`src/rtl/scan_sel_seq.sv`:
```
// Purpose : walks the enabled channels of an 8-bit mask in ascending order and
//           presents each index on sel_o for DWELL cycles ahead of a 3-to-8 decoder.
// Latency : start accepted at edge k -> first channel valid from cycle k+1;
//           done_o in cycle k+1+N*DWELL. Nothing applies backpressure; start is
//           honoured only in IDLE and is never queued.
//
// Ports:
//   clk_i        single clock, rising edge
//   rst_i        synchronous active-high reset
//   start_i      scan request, sampled only in IDLE
//   abort_i      abandon the current scan (no done pulse)
//   mask_i[7:0]  channel enables, latched when start is accepted
//   sel_o[2:0]   channel index to the decoder (held in IDLE/DONE)
//   sel_valid_o  sel_o is a live, enabled channel
//   busy_o       scan in progress, including the DONE cycle
//   done_o       one-cycle completion pulse
//
// Optional feature: define SCAN_SEL_SEQ_LOOP_EN for continuous scanning. After
// the highest enabled channel the mask is re-sampled live and the scan wraps to
// its lowest set bit without a gap; an empty re-sample returns to IDLE silently.

module scan_sel_seq #(
    parameter int unsigned DWELL = 4    // cycles per channel, 1..16
) (
    input  logic       clk_i,
    input  logic       rst_i,
    input  logic       start_i,
    input  logic       abort_i,
    input  logic [7:0] mask_i,
    output logic [2:0] sel_o,
    output logic       sel_valid_o,
    output logic       busy_o,
    output logic       done_o
);

    localparam logic [1:0] S_IDLE  = 2'd0;
    localparam logic [1:0] S_DWELL = 2'd1;
    localparam logic [1:0] S_DONE  = 2'd2;

    // Terminal count; a 4-bit counter covers DWELL=16 as 0..15 without wrapping.
    localparam logic [3:0] CNT_LAST = 4'(DWELL - 1);

    logic [1:0] state_q, state_d;
    logic [7:0] mask_q,  mask_d;
    logic [2:0] sel_q,   sel_d;
    logic [3:0] cnt_q,   cnt_d;

    // Index of the lowest set bit; 0 when the mask is empty (callers guard).
    function automatic logic [2:0] lowest_set(input logic [7:0] m);
        logic [2:0] r;
        r = 3'd0;
        for (int i = 7; i >= 0; i--) begin
            if (m[i]) r = 3'(i);
        end
        return r;
    endfunction

    // Next-higher set bit strictly above the current channel.
    logic [2:0] nxt_sel;
    logic       nxt_found;

    always_comb begin
        nxt_sel   = 3'd0;
        nxt_found = 1'b0;
        for (int i = 7; i >= 0; i--) begin
            if (mask_q[i] && (i > int'(sel_q))) begin
                nxt_sel   = 3'(i);
                nxt_found = 1'b1;
            end
        end
    end

    always_comb begin
        state_d = state_q;
        mask_d  = mask_q;
        sel_d   = sel_q;
        cnt_d   = cnt_q;

        case (state_q)
            S_IDLE: begin
                // abort beats a simultaneous start; the start is dropped.
                if (start_i && !abort_i) begin
                    if (mask_i != 8'd0) begin
                        mask_d  = mask_i;
                        sel_d   = lowest_set(mask_i);
                        cnt_d   = 4'd0;
                        state_d = S_DWELL;
                    end else begin
                        state_d = S_DONE;
                    end
                end
            end

            S_DWELL: begin
                if (abort_i) begin
                    state_d = S_IDLE;
                end else if (cnt_q == CNT_LAST) begin
                    cnt_d = 4'd0;
                    if (nxt_found) begin
                        sel_d = nxt_sel;
                    end else begin
`ifdef SCAN_SEL_SEQ_LOOP_EN
                        // Wrap using the live mask so software can retarget
                        // a running scan at pass boundaries.
                        if (mask_i != 8'd0) begin
                            mask_d = mask_i;
                            sel_d  = lowest_set(mask_i);
                        end else begin
                            state_d = S_IDLE;
                        end
`else
                        state_d = S_DONE;
`endif
                    end
                end else begin
                    cnt_d = cnt_q + 4'd1;
                end
            end

            S_DONE: begin
                state_d = S_IDLE;
            end

            default: begin
                state_d = S_IDLE;
            end
        endcase
    end

    always_ff @(posedge clk_i) begin
        if (rst_i) begin
            state_q <= S_IDLE;
            mask_q  <= 8'd0;
            sel_q   <= 3'd0;
            cnt_q   <= 4'd0;
        end else begin
            state_q <= state_d;
            mask_q  <= mask_d;
            sel_q   <= sel_d;
            cnt_q   <= cnt_d;
        end
    end

    // Outputs decode registered state only: no input-to-output paths.
    assign sel_o       = sel_q;
    assign sel_valid_o = (state_q == S_DWELL);
    assign busy_o      = (state_q != S_IDLE);
    assign done_o      = (state_q == S_DONE);

endmodule
```
`config.mk`:
```
export PLATFORM = sky130hd
export DESIGN_NAME = scan_sel_seq
export DESIGN_NICKNAME = d
export VERILOG_FILES = /design/src/rtl/scan_sel_seq.sv
export SDC_FILE = /design/constraint.sdc
export NUM_CORES = 1
export LEC_CHECK = 0
export CORE_MARGIN = 1
export CORE_UTILIZATION = 40
export DETAILED_ROUTE_END_ITERATION = 6
export PLACE_DENSITY = 0.65
export SETUP_SLACK_MARGIN = 0.2
export SLEW_MARGIN = 20
export SYNTH_ARGS = -nofsm -noshare
export SYNTH_HDL_FRONTEND = slang
export SYNTH_SLANG_ARGS = --single-unit
```
`constraint.sdc`:
```
create_clock -name clk_i -period 2.1 [get_ports clk_i]
set_input_delay 0.525 -clock clk_i [delete_from_list [all_inputs] [get_ports clk_i]]
set_output_delay 0.525 -clock clk_i [all_outputs]
set_load 0.02 [all_outputs]
```
==> metrics.txt, run 1 <==
outcome=finished clean; DIE WIDTH=51.6 um; Sw Share=30.1%; Net count, final=165; critical path arrival=2.18 ns; Antenna Cells=0; Area contributors post-synth=dfxtp_1 (33%), mux2i_1 (8.1%), nor2_1 (6.1%), a21oi_1 (3.6%), nor3_1 (3.6%); CTS tree=built; Final Routed Wirelength=2460 um; DR vias=972; Final ANT Viol Nets=0; Synth Area in Adders=1.27%; R2R Path End=mask_q[1]; root cell of the clock tree=clkbuf_4; Crit path buffers/inverters=1; Max Slew Vio Count=0; Tot GR Track Use=between 20% and 30%; Post-synth EDFFs=0; post-synthesis average cell area=8.41 um^2; CP max FO=5; Worst-Skew Late Latency=0.28 ns; clock slew at reported path FFs=0.09 ns; clock share of power=23.3%; CTS Buf Count=3; slowest CP cell=or4_4; slew margin rel.=54.5%; Final GP Congestion=between 0.8 and 0.9; HP Class=flip-flop to flip-flop; hold violation count in the final report=0; vias in the first global route=875; Post-synth ARST share=0%; area leader, netlist=dfxtp_1; DRC=0; Worst-Margin Slew=0.680 ns; Die Height=51.6 um; main flop type after synthesis=dfxtp_1; Post-synth top cells=dfxtp_1 (16), nor2_1 (16), mux2i_1 (8), a21oi_1 (7), nor3_1 (7); Synth Area in Compound Gates=between 10% and 20%; Final period util=around 95%; first-pass GRT wire length=roughly 4000 um; critical path startpoint=mask_i[0]; largest net degree at the start of global routing=14; count of cell types in the netlist=43; PD cells=517 mW/mm^2; critical path class=primary input to flip-flop; Startpoint Class=primary input; hold_buf cts=0; # rows=17; Max-cap violations=0; core area=0.00225 mm^2; Die ar.=~0.0027 mm^2; CP top delay family=simple AND/OR/NAND/NOR gates; CP Capture Type=flip-flop; sequential cell fraction of total power=about half; # IOs=18; Initial Utilization=between 40% and 50%; Max IR drop VDD=0.339 mV; Routed WL per cell=13.8 um; CP required=2.29 ns; largest family of logic cells by synthesized area=simple AND/OR/NAND/NOR gates; Synth Register Bits=16; Fmax=502 MHz; Cell Chain, Critical Path=buf_6 -> or4_4 -> or4_4 -> o211a_4 -> and2_4 -> a311oi_2; Critical Path Max Stage Delay=about 0.52 ns; TritonRoute pass-1 iters=5; Simple-Gate Fraction of Synth Area=31.6%; Logic pwr share=26.9%; mux contribution to synthesized area=8.14%; post-synth top area share=32.6%; internal power=483 uW; Post-Syn Area=approximately 980 um^2; Syn Inst Count=117; DR iter-0 viols=24; post-synthesis net count=130; Clock Path Buffers=2; post-DP HPWL=around 1800 um; CTS sink count=16; Final Hold Slack=0.489 ns; RR Startpoint=state_q[0]; fraction of layout cells with a size suffix above 1=32.7%; Pwr Total=between 600 and 700 uW; leak pwr=0.000559 uW; unrepaired setup endpoints after global routing=yes; reg2reg setup slack=0.38 ns; number of cells on the critical path=6; R2R depth=6; most used cell along the critical path=or4_4; initial antenna violation count=0; fin crit period=1.99 ns; post-synthesis xor/xnor area fraction=2.67%; P_sw=208 uW; worst setup path end=sel_o[0]; YS warnings=0; Via density=5.46; final setup fails=0; Port Buffers=17; Placement Cell Area=around 0.0013 mm^2; Final Skew=0.00276 ns; Layout area overhead=36.0%; cell area after layout=0.00134 mm^2; grt ovf=0; sequential share of the synthesized area=32.6%; H-tree Lvls=1
==> routing by layer <==
metal | vias up | GRT usage [%] | routed length, um
li1 | 492 | - | -
met1 | 458 | 28.5 | 1180
met2 | 20 | 32.5 | 1190
met3 | 2 | 3.51 | 79
met4 | 0 | 5.41 | 14
met5 | - | 0 | 0
==> registers in the layout (all words and copies together), names as in the netlist <==
name,flops
mask_q,7
cnt_q,4
sel_o,3
state_q,2
==> layout by cell type (no fill, tap or decap), types with 3 or more instances in the layout <==
cell type / n
clkbuf_4: 3
xor2_1: 3
mux2i_1: 8
clkdlybuf4s50_1: 3
nand2_1: 6
buf_6: 3
dfxtp_2: 3
nor3_1: 5
dfxtp_1: 13
inv_1: 5
or4_4: 3
o21bai_1: 3
buf_4: 17
a21oi_1: 6
nor2_1: 16
dlygate4sd2_1: 5
buf_2: 4
nand4_1: 3
==> cell type report <==
class,instances,area (um^2)
multi-input cells,91,657
inverters,5,18.8
well taps,28,35.0
flip-flops and latches,16,324
clock buffers,3,22.5
repair buffers,35,280
fillers,232,917
==> worst min-delay path by stage <==
stage | start | end | slack [ns] | depth (start not counted)
final | cnt_q[1] | cnt_q[1] | 0.49 | 2
after global routing | cnt_q[1] | cnt_q[1] | 0.51 | 2
after CTS | cnt_q[1] | cnt_q[1] | 0.49 | 2
after detailed placement | cnt_q[1] | cnt_q[1] | 0.48 | 2
after global placement | cnt_q[1] | cnt_q[1] | 0.46 | 2
after floorplan | cnt_q[1] | cnt_q[1] | 0.44 | 2
==> worst reg2reg max path: stages, from the launching register on <==
cell,delay (ns)
dfxtp_1,0.31
buf_4,0.14
nor2_1,0.09
inv_1,0.08
nor4b_4,0.65
mux2i_1,0.27
nor2_1,0.05
==> power groups by stage <==
stage / clock network (uW) / registers, uW / logic, uW
5_1_grt: 180 / 348 / 201
4_1_cts: 165 / 343 / 179
6_report: 161 / 344 / 186
2_1_floorplan: 0 / 344 / 104
3_3_place_gp: 0 / 348 / 181
3_5_place_dp: 0 / 350 / 184
==> logic make-up (layout without fill, tap and decap cells) <==
kind of cell,count (synthesis),count (layout)
flip-flops,16,16
XOR/XNOR,3,3
adder cells (fa/ha/maj),1,1
AO/OA/AOI/OAI,24,24
multiplexers,8,8
AND/OR/NAND/NOR,55,55
buffers and inverters,10,43
==> repair_timing <==
action,CTS,global route
resized for setup,37,10
endpoints found under the setup margin,21,9
pin swaps,4,5
setup buffers,3,0
==> metrics by stage <==
| stage | util (%) | std cells | TNS, ns | setup slack [ns] |
|---|---|---|---|---|
| after detailed placement | 57.0 | 172 | -7.34 | -0.550 |
| after floorplan | - | 117 | -0.0790 | -0.0455 |
| final | 59.3 | 178 | 0 | 0.109 |
| after global routing | 59.3 | 178 | 0 | 0.0843 |
| after global placement | 57.0 | 172 | -6.97 | -0.512 |
| after CTS | 58.4 | 178 | 0 | 0.0734 |
Note: power is estimated with default switching activity, not from simulation.
==> inputs of run 2 (changes only) <==
--- a/config.mk
+++ b/config.mk
@@ -14,3 +14,4 @@
 export SYNTH_ARGS = -nofsm -noshare
 export SYNTH_HDL_FRONTEND = slang
 export SYNTH_SLANG_ARGS = --single-unit
+export TNS_END_PERCENT = 50
==> metrics.txt, run 2 (synthesis gave the netlist of run 1 again) <==
H-tree Lvls=1; # IOs=18; DR vias=slightly below 1000; vias in the first global route=878; PD cells=516 mW/mm^2; core area=0.00225 mm^2; Max Slew Vio Count=0; Hold Startpoint=cnt_q[1]; Worst-Skew Late Latency=0.28 ns; Hold EP=cnt_q[1]; Final Skew=around 0.0025 ns; Final Routed Wirelength=about 2500 um; root cell of the clock tree=clkbuf_4; TritonRoute pass-1 iters=4; Clock Path Buffers=2; Final Hold Slack=0.489 ns; Die ar.=0.00266 mm^2; CP max FO=5; setup ws final=0.101 ns; CP required=between 2 and 2.5 ns; # rows=17; Startpoint Class=primary input; commonest non-fill, non-tap cells in the layout=buf_4 (17), nor2_1 (16), dfxtp_1 (13); Max IR drop VDD=0.338 mV; largest net degree at the start of global routing=14; Via density=5.44; Final GP Congestion=0.870; CTS Buf Count=3; reg2reg setup slack=0.37 ns; initial antenna violation count=0; Antenna Cells=0; Max-cap violations=0; fin crit period=2.00 ns; RR Startpoint=state_q[1]; Final ANT Viol Nets=0; unrepaired setup endpoints after global routing=yes; most common cell after layout, fill and taps aside=buf_4; CTS tree=built; HP Class=flip-flop to flip-flop; Initial Utilization=43.6%; Layout area overhead=36.4%; Port Buffers=17; Hold Crit Depth=2; met1 Track Usage GR=28.3%; critical path arrival=roughly 2.2 ns; post-DP HPWL=1790 um; Largest register FFs=7; R2R depth=7; grt ovf=0; CP Capture Type=flip-flop; R2R Path End=sel_o[0]; fraction of layout cells with a size suffix above 1=between 30% and 40%; Fmax=500 MHz; clock slew at reported path FFs=0.09 ns; final setup fails=0; Worst-Margin Slew=0.677 ns; hold violation count in the final report=0; pre-CTS setup slack=-0.550 ns; slew margin rel.=54.6%; CTS sink count=16; Final period util=95.2%; Routed WL per cell=13.8 um; DR iter-0 viols=26; hold_buf cts=0; critical path class=primary input to flip-flop; DRC=0; Most Used Layer, Global Route=met2; first-pass GRT wire length=4020 um; Tot GR Track Use=20.4%; leak pwr=0.000576 uW; DIE WIDTH=51.6 um; Die Height=51.6 um; register with the most flip-flops=mask_q; Net count, final=between 150 and 200; met2 usage=32.5%; outcome=finished clean; met3 usage=3.51%
## run 2: cell count changes in the layout (fill, tap and decap cells not counted)
cell | before | now
clkdlybuf4s50_1 | 3 | 5
a311oi_2 | 2 | 1
dlygate4sd2_1 | 5 | 1
clkbuf_2 | 1 | 2
buf_2 | 4 | 3
dlymetal6s2s_1 | 0 | 2
a311oi_1 | 0 | 1
## run 2: repair_timing
action | CTS | global route
buffers inserted | 3 | 0
endpoints found under the setup margin | 21 | 13
gates resized for setup | 31 | 12
pin swaps | 4 | 5
## run 2: worst max path at each step
stage | startpoint | end | cells after the start
2_1_floorplan | mask_i[1] | sel_o[2] | 5
3_3_place_gp | mask_i[1] | sel_o[2] | 6
3_5_place_dp | mask_i[1] | sel_o[0] | 6
4_1_cts | mask_i[5] | sel_o[0] | 6
5_1_grt | mask_i[0] | sel_o[2] | 7
6_report | mask_i[0] | sel_o[2] | 7
## run 2: area by class of cell
class	count	area (um^2)
tap	28	35.0
timing repair buffer	35	290
fill	227	913
multi-input combinational	91	651
inverter	5	18.8
sequential	16	324
clock buffer	3	22.5
## run 2: per-stage QoR
stage | util, % | total power [uW] | area [um^2] | instances | TNS [ns]
2_1_floorplan | - | 448 | 987 | 117 | -0.0790
3_3_place_gp | 57.0 | 529 | 1280 | 172 | -6.97
3_5_place_dp | 57.0 | 534 | 1280 | 172 | -7.34
4_1_cts | 58.5 | 691 | 1320 | 178 | 0
5_1_grt | 59.5 | 731 | 1340 | 178 | 0
6_report | 59.5 | 692 | 1340 | 178 | 0
## run 2: critical path: stages
cell and delay, ns:
buf_6 0.09, or4_4 0.52, or4_4 0.52, o211a_4 0.18, buf_6 0.12, a21oi_2 0.13
o21a_1 0.13
## run 2: layer usage
layer / vias to the layer above / wire, um
li1: 490 / -
met1: 446 / 1110
met5: - / 0
met2: 31 / 1180
met4: 0 / 14
met3: 2 / 143
## run 2: power by group
part	internal (uW)	switching [uW]
clock network	66.5	93.8
registers	320	24.9
logic	99.7	87.3
total	486	206
==> inputs of run 3 (changes only) <==
--- a/config.mk
+++ b/config.mk
@@ -5,6 +5,7 @@
 export SDC_FILE = /design/constraint.sdc
 export NUM_CORES = 1
 export LEC_CHECK = 0
+export ABC_CLOCK_PERIOD_IN_PS = 2100
 export CORE_MARGIN = 1
 export CORE_UTILIZATION = 40
 export DETAILED_ROUTE_END_ITERATION = 6
==> results of run 3 <==
The final DEF is identical to that of run 2; final timing and power are the same.
